--- config.mk ---
export PLATFORM = sky130hd
export DESIGN_NAME = mesh_progress_monitor
export DESIGN_NICKNAME = d
export VERILOG_FILES = /design/src/rtl/mesh_progress_monitor.sv
export SDC_FILE = /design/constraint.sdc
export NUM_CORES = 1
export LEC_CHECK = 0
export ABC_CLOCK_PERIOD_IN_PS = 6000
export CAP_MARGIN = 10
export CORE_MARGIN = 4
export CORE_UTILIZATION = 45
export CTS_CLUSTER_DIAMETER = 100
export DETAILED_ROUTE_END_ITERATION = 8
export GPL_TIMING_DRIVEN = 1
export PLACE_DENSITY = 0.7
export SETUP_SLACK_MARGIN = 0.05
export SYNTH_ARGS = -nofsm -noshare
export SYNTH_HDL_FRONTEND = slang
export SYNTH_SLANG_ARGS = --single-unit
--- constraint.sdc ---
create_clock -name clk -period 6 [get_ports clk]
set_input_delay 1.2 -clock clk [delete_from_list [all_inputs] [get_ports clk]]
set_output_delay 1.2 -clock clk [all_outputs]
set_load 0.02 [all_outputs]
--- src/rtl/mesh_progress_monitor.sv ---
// Passive progress monitor for a mesh of valid/ready channels: flags per-channel
// and mesh-wide stalls that last thr cycles and counts handshake cycles.
module mesh_progress_monitor #(
    parameter int NUM_CH = 12,
    parameter int CNT_W  = 8,
    parameter int HS_W   = 32,
    localparam int FID_W = (NUM_CH > 1) ? $clog2(NUM_CH) : 1
) (
    input  logic              clk,
    input  logic              rst_n,
    input  logic              en,
    input  logic              clr,
    input  logic [CNT_W-1:0]  thr,
    input  logic [NUM_CH-1:0] ch_valid,
    input  logic [NUM_CH-1:0] ch_ready,
    output logic [NUM_CH-1:0] to_flags,
    output logic [FID_W-1:0]  first_id,
    output logic              global_stall,
    output logic              tripped,
    output logic [HS_W-1:0]   hs_count
);

    typedef enum logic [1:0] {
        IDLE    = 2'd0,
        ARMED   = 2'd1,
        TRIPPED = 2'd2
    } state_t;

    state_t state, state_next;

    logic [CNT_W-1:0]  cnt [NUM_CH];
    logic [CNT_W-1:0]  gcnt;
    logic [NUM_CH-1:0] stall;
    logic [NUM_CH-1:0] handshake;
    logic [NUM_CH-1:0] ch_set;
    logic              g_stall_cyc;
    logic              g_set;
    logic              any_ch_set;
    logic              active;
    logic [CNT_W-1:0]  thr_m1;
    logic [FID_W-1:0]  low_id;

    assign stall       = ch_valid & ~ch_ready;
    assign handshake   = ch_valid & ch_ready;
    assign g_stall_cyc = (|ch_valid) & ~(|handshake);
    assign active      = en && (state != IDLE);
    assign thr_m1      = thr - CNT_W'(1);

    // A flag sets on the edge that closes the thr-th consecutive stall cycle,
    // i.e. when the count of earlier stall cycles has already reached thr-1.
    always_comb begin
        ch_set = '0;
        for (int i = 0; i < NUM_CH; i++) begin
            ch_set[i] = active && (thr != '0) && stall[i] && (cnt[i] >= thr_m1);
        end
    end

    assign g_set      = active && (thr != '0) && g_stall_cyc && (gcnt >= thr_m1);
    assign any_ch_set = |ch_set;

    always_comb begin
        low_id = '0;
        for (int i = NUM_CH - 1; i >= 0; i--) begin
            if (ch_set[i]) begin
                low_id = FID_W'(i);
            end
        end
    end

    always_comb begin
        state_next = state;
        if (!en) begin
            state_next = IDLE;
        end else begin
            case (state)
                IDLE:    state_next = ARMED;
                ARMED:   if (any_ch_set || g_set) state_next = TRIPPED;
                TRIPPED: if (clr && !any_ch_set && !g_set) state_next = ARMED;
                default: state_next = IDLE;
            endcase
        end
    end

    always_ff @(posedge clk or negedge rst_n) begin
        if (!rst_n) begin
            state <= IDLE;
        end else begin
            state <= state_next;
        end
    end

    // Run-length counters restart on any non-stall cycle and sit at zero while idle.
    always_ff @(posedge clk or negedge rst_n) begin
        if (!rst_n) begin
            for (int i = 0; i < NUM_CH; i++) begin
                cnt[i] <= '0;
            end
            gcnt <= '0;
        end else begin
            for (int i = 0; i < NUM_CH; i++) begin
                if (!active || !stall[i]) begin
                    cnt[i] <= '0;
                end else if (cnt[i] != '1) begin
                    cnt[i] <= cnt[i] + CNT_W'(1);
                end
            end
            if (!active || !g_stall_cyc) begin
                gcnt <= '0;
            end else if (gcnt != '1) begin
                gcnt <= gcnt + CNT_W'(1);
            end
        end
    end

    // A set in the clear cycle dominates, so it counts as a fresh trip for first_id.
    always_ff @(posedge clk or negedge rst_n) begin
        if (!rst_n) begin
            to_flags     <= '0;
            global_stall <= 1'b0;
            first_id     <= '0;
        end else begin
            to_flags     <= (clr ? '0 : to_flags) | ch_set;
            global_stall <= (clr ? 1'b0 : global_stall) | g_set;
            if (clr) begin
                first_id <= any_ch_set ? low_id : '0;
            end else if ((state == ARMED) && any_ch_set) begin
                first_id <= low_id;
            end
        end
    end

    always_ff @(posedge clk or negedge rst_n) begin
        if (!rst_n) begin
            hs_count <= '0;
        end else if (en && (|handshake) && (hs_count != '1)) begin
            hs_count <= hs_count + HS_W'(1);
        end
    end

    assign tripped = (state == TRIPPED);

endmodule

[Word-level counts from Yosys, hierarchy flattened]
Cells that the tools add are included.
W data, S select, Z words.
Cells by class
  add/subtract/negate cells: 15
  order comparisons: 13
  equal/unequal tests: 18
  multiplexer cells: 47
  bitwise gates (word level): 7
  reduce and logical (&&, ||, !) cells: 84
Operator list (count)
  $mux W8: 26
  $add A8 B1 Y8 const B: 13
  $ge A8 B8 Y1: 13
  $ne A8 B8 Y1 const B: 13
  $mux W4: 15
  $reduce_or A12 Y1: 3
  $logic_and A1 B1 Y1: 33
  $add A32 B1 Y32 const B: 1
  $ne A32 B32 Y1 const B: 1
  $reduce_bool A2 Y1: 15
  $and A12 B12 Y12: 2
  $logic_not A1 Y1: 16
  $logic_or A1 B1 Y1: 14
  $mux W12: 1
  $not A12 Y12: 1
  $or A12 B12 Y12: 1
  $reduce_bool A8 Y1: 1
  $sub A8 B1 Y8 const B: 1
  $mux W2: 3
  $pmux W2 S3: 1
  $ne A3 B2 Y1 const B: 1
  $ne A3 B3 Y1 const B: 1
  $eq A2 B1 Y1 const B: 1
  $eq A2 B2 Y1 const B: 1
  6 further kinds: 6
Storage, ports and cells
  bits in registers: 155
  bits of input ports: 36
  output and inout port bits: 50
  word-level logic and storage cells: 202

[Logic depth before layout (Yosys ltp)]
Gate-level depths: netlist of run 1.
  word-level depth: 19
  gate-level depth with buffers: 13
  depth with buffers taken out: 13

[Least setup slack after synthesis of run 1]
Ideal clock, no wire load.
  kind: input to register
  start: in thr[0]
  end: reg first_id[0]
  setup time: 0.122 ns
  arrival: 4.300 ns
  required time: 5.878 ns
  path slack: 1.579 ns
  stages: 13
  buffers on the path: 0
  cell sequence: inv_1 -> ha_1 -> nand2_1 -> xor2_1 -> ha_1 -> a21oi_1 -> o21ai_0 -> a221o_1 -> a32oi_2 -> o2111ai_2 -> nor4_2 -> nand3b_1 -> o2bb2ai_1
Between the ends
  longest elaborated chain between the ends: 18
  elaborated cells between the ends (all ways): 57
  classes of those cells: add/sub: 1; order compare: 12; mux: 15; reduce/logical: 29
RTL lines
  start, declared: RTL line 13  | input logic [CNT_W-1:0] thr,
  parallel branches: the longest is 18 deep, another holds $sub A8 B1 Y8
  end signal, assigned: RTL line 125  | first_id <= any_ch_set ? low_id : '0;
  end signal, assigned: RTL line 127  | first_id <= low_id;
  end, declared: RTL line 17  | output logic [FID_W-1:0] first_id,
Parallel ways; which one is timed is not known. The select of a mux whose other input is x is not followed.
A chain may end at the register's enable or synchronous reset.

[Worst setup path in the final report of run 1]
Same ends and word-level chain as after synthesis.

==> results of run 1 <==
-- critical path: cells and delay by family --
kind,cells,cell delay (ps)
buffers and inverters,3,960
XOR/XNOR,1,770
adder cells (fa/ha/maj),2,500
AND/OR/NAND/NOR,3,800
AO/OA/AOI/OAI,5,970
-- cells by family after synthesis --
logic type	after synthesis	synth area share [%]
and+or+nand+nor	415	22.1
adders and majority gates	83	10.8
muxes	19	1.99
DFF	155	40.4
buffers and inverters	68	2.87
xor gates and xnor gates	69	6.29
AOI/OAI and AO/OA	208	15.6
-- synthesized netlist by cell type (5+ instances only) --
cell | count | area (um^2)
xor2_1 | 28 | 245
nor4_1 | 9 | 56.3
a32oi_2 | 5 | 81.3
a22o_1 | 5 | 43.8
and2_1 | 7 | 43.8
a221o_1 | 9 | 90.1
nand3_1 | 62 | 310
xnor2_1 | 41 | 359
o221a_2 | 7 | 78.8
a31oi_1 | 13 | 81.3
nor2_1 | 128 | 480
nor3b_1 | 6 | 45.0
nor3_1 | 15 | 75.1
ha_1 | 81 | 1010
a221oi_1 | 6 | 52.6
and4_1 | 6 | 52.6
and3_1 | 47 | 294
a21o_1 | 14 | 105
nor2b_1 | 5 | 31.3
a21oi_1 | 18 | 90.1
nand2_1 | 59 | 221
o21ai_0 | 69 | 345
a211oi_1 | 17 | 128
or3_1 | 5 | 31.3
mux2i_1 | 18 | 180
dfrtp_1 | 155 | 3880
clkbuf_1 | 12 | 45.0
o211ai_1 | 12 | 90.1
nand4_1 | 18 | 113
nand2b_1 | 17 | 106
inv_1 | 50 | 188
nand3b_1 | 20 | 150
-- metal layers --
metal / track usage [%] / part of all wire [%]
met5: 0 / 0
met4: 6.64 / 2.4
met3: 3.80 / 3.8
met2: 34.6 / 49
met1: 26.8 / 45
-- state kept, by name, indices dropped and copies added, names as in the netlist --
signal	cells
state	2
global_stall	1
hs_count	32
first_id	4
to_flags	12
gcnt	8
cnt	96
-- cell usage in the layout (no fill, tap or decap), drive strengths merged, types with 7 or more instances in the layout --
cell type,instances
o211ai,12
nand4,19
and3,47
xnor2,41
o21ai,70
a21o,14
nor4,11
buf,15
nand2,59
a221o,9
and2,7
o221a,10
clkbuf,17
nand2b,17
nor3,15
nand3b,20
nor2,128
a21oi,18
xor2,28
clkdlybuf4s50,84
a32oi,9
mux2i,18
dfrtp,155
ha,81
inv,60
a211oi,18
a31oi,13
nand3,62
-- layout make-up --
cell class | count | area (um^2) | area share (%)
Multi-Input combinational cell | 794 | 5460 | 47.7
Sequential cell | 155 | 3880 | 33.9
Inverter | 50 | 188 | 1.64
Tap cell | 275 | 344 | 3.00
Clock buffer | 17 | 425 | 3.71
Clock inverter | 15 | 200 | 1.75
Timing Repair Buffer | 99 | 957 | 8.36
-- metrics by stage --
stage          instance area, um^2  std cells  utilization [%]
5_1_grt                      11500       1405             54.5
3_3_place_gp                 10800       1373             51.5
4_1_cts                      11500       1405             54.5
2_1_floorplan                 9610       1017                -
6_report                     11500       1405             54.5
3_5_place_dp                 10800       1373             51.5
-- power groups by stage --
stage          logic [W]  registers, W  clock network, W
2_1_floorplan   0.000124       0.00114                 0
3_3_place_gp    0.000285       0.00112                 0
3_5_place_dp    0.000293       0.00112                 0
4_1_cts         0.000296       0.00110           0.00119
5_1_grt         0.000323       0.00111           0.00124
6_report        0.000292       0.00110           0.00116
-- final timing paths --
path                       slack, ps                        to
min in group asynchronous        680       cnt[22]$_DFFE_PN0P_
max                             1100   first_id[0]$_DFFE_PN0P_
max in group asynchronous       4040        cnt[7]$_DFFE_PN0P_
min reg2reg                      490  hs_count[15]$_DFFE_PN0P_
max reg2reg                     3030   first_id[0]$_DFFE_PN0P_
min                              490  hs_count[15]$_DFFE_PN0P_
==> impl_metrics.tcl, run 1 <==
set metrics [dict create \
    status "complete, no violations" \
    finalClockSkew_ps 12.6 \
    setup_violations 0 \
    whs_path_depth 1 \
    setup_tns_ps 0 \
    finalHoldWorstSlack_ps 491 \
    crit_arrival_ps 5220 \
    powerDensity_mw_per_mm2 223 \
    die_area_mm2 0.0237 \
    p_clk_share_pct 45.5 \
    total_power_w 0.00256 \
    maxSlewViolCount 0 \
    critPathKind "primary input to flop" \
    post-cts-setup-buffers 0 \
    timing.rr.start "state[0]$_DFFE_PN0P_" \
    hp-class "flop to flop" \
    yosys_warnings 0 \
    startpoint "thr[0]" \
    comb_power_share_pct 11.4 \
    overflow 0 \
    irDropWorstVdd_mv 0.187 \
    finalCritPeriodShare_pct 81.7 \
    reg2reg_depth 9 \
    ctsHoldBuffers 0 \
    hp-start "hs_count[15]$_DFFE_PN0P_" \
    fin_crit_ps 4900 \
    n_fill_cell 1902 \
    critPathLaunchType "primary input" \
    grt_pass1_wl_um 39500 \
    cts_inserted_buffers 17 \
    gp_congestion 0.849 \
    area_growth_pct 19.2 \
    clock-sinks 155 \
    chipWidth_um 154 \
    finalHoldViolCount 0 \
    drive_above_1_share_pct 6.46 \
    drt_iter0_drc 419 \
    leakage_nw 5.30 \
    drc_errors 0 \
    p_switching_w 0.000687 \
    rsz0062_at_grt "false" \
    crit_slowest_cell "xnor2_1" \
    worstSkewPairLatency_ps 430 \
    syn_nets 1134 \
    tightest_slew_ps 1030 \
    max_freq_mhz 204 \
    initial_utilization_pct 45.7 \
    drv_cap 0 \
    cts_tree "done" \
    syn_avg_cell_area_um2 9.45 \
    fp-row-count 53 \
    synthArstFlopShare_pct 100 \
    crit_chain "clkdlybuf4s50_1 > inv_1 > ha_1 > xnor2_1 > buf_4 > ha_1 > o211ai_1 > o21ai_0 > a221o_1 > a32oi_2 > nand4_2 > nor4_2 > nand3b_1 > o2bb2ai_1" \
    antenna_found_initial 0 \
    avgRoutedWirePerCell_um 17.0 \
    p_int_w 0.00187 \
    num_vias 8021 \
    yosys_register_bits 155 \
    critical_path.most_common_cell "ha_1" \
    slowest_delay_ps 770 \
    worstPathMaxFanout 7 \
    critPathRequiredTime_ps 6310 \
    postRouteWirelength_um 23800 \
    n_antenna_cell 0 \
    core-area_mm2 0.0210 \
    clockRootBuffer "clkbuf_16" \
    switching_share_pct 26.9 \
    cp-end-kind "flop" \
    pre_cts_slack_ps 723 \
    cts_max_level 4 \
    postSynthCellCount 1017 \
    slew_headroom_pct 30.9 \
    drtPass1Iterations 5 \
    clockBufferDepth 2 \
    grt_pass1_vias 7706 \
    ant_nets 0 \
    synth_edf_count 0 \
    seqPwrFrac_pct 43.1 \
    synth-seq-area-share_pct 40.4 \
    grt_max_degree 72 \
    ioPinCount 86 \
    numPortBuffers 85 \
    syn_area_mm2 0.00961 \
    cts.clk_slew.worst_paths_ps 70 \
    synth_cell_types 63 \
    die_h_um 154 \
    ys.flop_type "dfrtp_1" \
    nets 1234 \
    cts_resized 0 \
    fin_ws_ps 1100 \
    grtUsageTotal_pct 20.6 \
    dp_hpwl_um 17300 \
    via_per_inst 5.71 \
]
(Power assumes the default switching activity.)
==> run 2, diff against run 1 <==
--- a/config.mk
+++ b/config.mk
@@ -5,7 +5,7 @@
 export SDC_FILE = /design/constraint.sdc
 export NUM_CORES = 1
 export LEC_CHECK = 0
-export ABC_CLOCK_PERIOD_IN_PS = 6000
+export ABC_CLOCK_PERIOD_IN_PS = 4550
 export CAP_MARGIN = 10
 export CORE_MARGIN = 4
 export CORE_UTILIZATION = 45
==> constraint.sdc (replaced) <==
create_clock -name clk -period 4.55 [get_ports clk]
set_input_delay 0.91 -clock clk [delete_from_list [all_inputs] [get_ports clk]]
set_output_delay 0.91 -clock clk [all_outputs]
set_load 0.02 [all_outputs]
==> run 2 against run 1 <==
Combinational power is 38% higher. Register-to-register slack worse by 1400 ps. Via count is 0.84% higher. Count of clock-buffer cells in the layout stayed put. Die area stayed put. Cell count is 0.64% higher. Sequential share of layout area is 0.37 points lower. Critical endpoint unchanged. Hold slack better by 6.4 ps. Flip-flop and latch count stayed put. Clock power is 32% higher. First-iteration DRC count is 36% higher.
==> impl_metrics.tcl, run 2 (synthesis results as in run 1) <==
set metrics [dict create \
    critPathKind "primary input to flop" \
    drv_cap 0 \
    gp_congestion 0.838 \
    worst-path-buf-inv 4 \
    n_fill_cell 1846 \
    grtUsageTotal_pct 20.6 \
    num_vias 8088 \
    post-cts-setup-buffers 0 \
    finalHoldWorstSlack_ps 497 \
    timing.rr.start "state[0]$_DFFE_PN0P_" \
    finalHoldViolCount 0 \
    chipWidth_um 154 \
    antenna_found_initial 0 \
    cp-end-kind "flop" \
    ctsHoldBuffers 0 \
    crit_slowest_cell "clkdlybuf4s50_1" \
    nets 1243 \
    postRouteWirelength_um 24200 \
    fin_crit_ps 4160 \
    placed_cell_area_mm2 0.0110 \
    critPathRequiredTime_ps 4860 \
    drt_iter0_drc 570 \
    fp-row-count 53 \
    initial_utilization_pct 45.7 \
    critPathLaunchType "primary input" \
    final_cell_mix "155 x dfrtp_1, 128 x nor2_1, 84 x clkdlybuf4s50_1" \
    rsz0062_at_grt "false" \
    top_regs "cnt x96, hs_count x32, to_flags x12" \
    startpoint "thr[0]" \
    ioPinCount 86 \
    dp_hpwl_um 17400 \
    path_delay_family "buffers and inverters" \
    grt_max_degree 92 \
    setup_violations 0 \
    grt_pass1_wl_um 39800 \
    core-area_mm2 0.0210 \
    final_cells 1414 \
    clockRootBuffer "clkbuf_16" \
    finalCritPeriodShare_pct 91.3 \
    cts_inserted_buffers 17 \
    slew_headroom_pct 42.4 \
    drc_errors 0 \
    crit_arrival_ps 4470 \
    powerDensity_mw_per_mm2 292 \
    ant_nets 0 \
    drtPass1Iterations 5 \
    grt_pass1_vias 7804 \
    crit_chain "clkdlybuf4s50_1 > inv_1 > buf_4 > ha_1 > buf_4 > ha_1 > a211oi_1 > o21ai_0 > a221o_1 > a32oi_2 > nand4_2 > nor4_2 > nand3b_1 > o2bb2ai_1" \
    hp-class "flop to flop" \
    largest_register_ffs 96 \
    regMostFlops "cnt" \
    cts_resized 0 \
    slowest_delay_ps 580 \
    design_area_mm2 0.0116 \
    numPortBuffers 85 \
    cts.clk_slew.worst_paths_ps 70 \
    final_common_cell "dfrtp_1" \
    max_freq_mhz 241 \
    n_antenna_cell 0 \
    drive_above_1_share_pct 7.20 \
    worstPathMaxFanout 14 \
    finalClockSkew_ps 10.6 \
    avgRoutedWirePerCell_um 17.1 \
    irDropWorstVdd_mv 0.245 \
    die_area_mm2 0.0237 \
    cts_max_level 4 \
    dp.cells 1382 \
    cts_tree "done" \
    area_growth_pct 20.6 \
    maxSlewViolCount 0 \
    clockBufferDepth 2 \
    status "complete, no violations" \
    via_per_inst 5.72 \
    hp-start "hs_count[9]$_DFFE_PN0P_" \
    overflow 0 \
    die_h_um 154 \
    setup_tns_ps 0 \
    worstSkewPairLatency_ps 430 \
    leakage_nw 5.37 \
    clock-sinks 155 \
    tightest_slew_ps 864 \
]
## run 2: changes by cell type in the layout (fill, tap and decap cells not counted)
cell,previous run,this run
clkinvlp_4,2,0
clkinv_4,0,3
buf_12,0,5
buf_4,14,18
inv_6,7,8
inv_8,3,1
## run 2: final cells by class
type,count,area [um^2],area share (%)
clock buffers,17,425,3.67
clock inverters,15,198,1.71
inverters,50,188,1.62
multi-input cells,794,5460,47.1
flip-flops and latches,155,3880,33.5
well taps,275,344,2.97
repair buffers,108,1090,9.39
## run 2: power breakdown
| group | switching, W | internal (W) |
|---|---|---|
| registers | 0.0000464 | 0.00141 |
| logic | 0.000220 | 0.000181 |
| clock network | 0.000643 | 0.000885 |
| total | 0.000910 | 0.00248 |
## run 2: final timing paths
check	to	cells past startpoint	slack, ps
worst max-delay path	first_id[0]$_DFFE_PN0P_	14	390
worst min-delay path	hs_count[9]$_DFFE_PN0P_	1	500
worst max register to register	first_id[0]$_DFFE_PN0P_	9	1620
worst min register to register	hs_count[9]$_DFFE_PN0P_	1	500
max in group asynchronous	cnt[38]$_DFFE_PN0P_	2	3110
min in group asynchronous	cnt[90]$_DFFE_PN0P_	1	580
## run 2: layer usage
layer	GRT usage (%)	wire length (um)	share of wire [%]	vias to the layer above
met5	0	0	0	-
met4	7.40	708	2.9	0
met3	3.35	872	3.6	45
met2	34.3	11800	48	168
met1	27.0	10900	45	3924
li1	-	-	-	3951
## run 2: through the flow
step | setup slack (ps) | util, % | total power, W
after floorplan | 419 | - | 0.00167
after global placement | 69.5 | 52.1 | 0.00187
after detailed placement | -37.8 | 52.1 | 0.00188
after CTS | 419 | 55.1 | 0.00342
after global routing | 156 | 55.1 | 0.00352
final | 395 | 55.1 | 0.00339
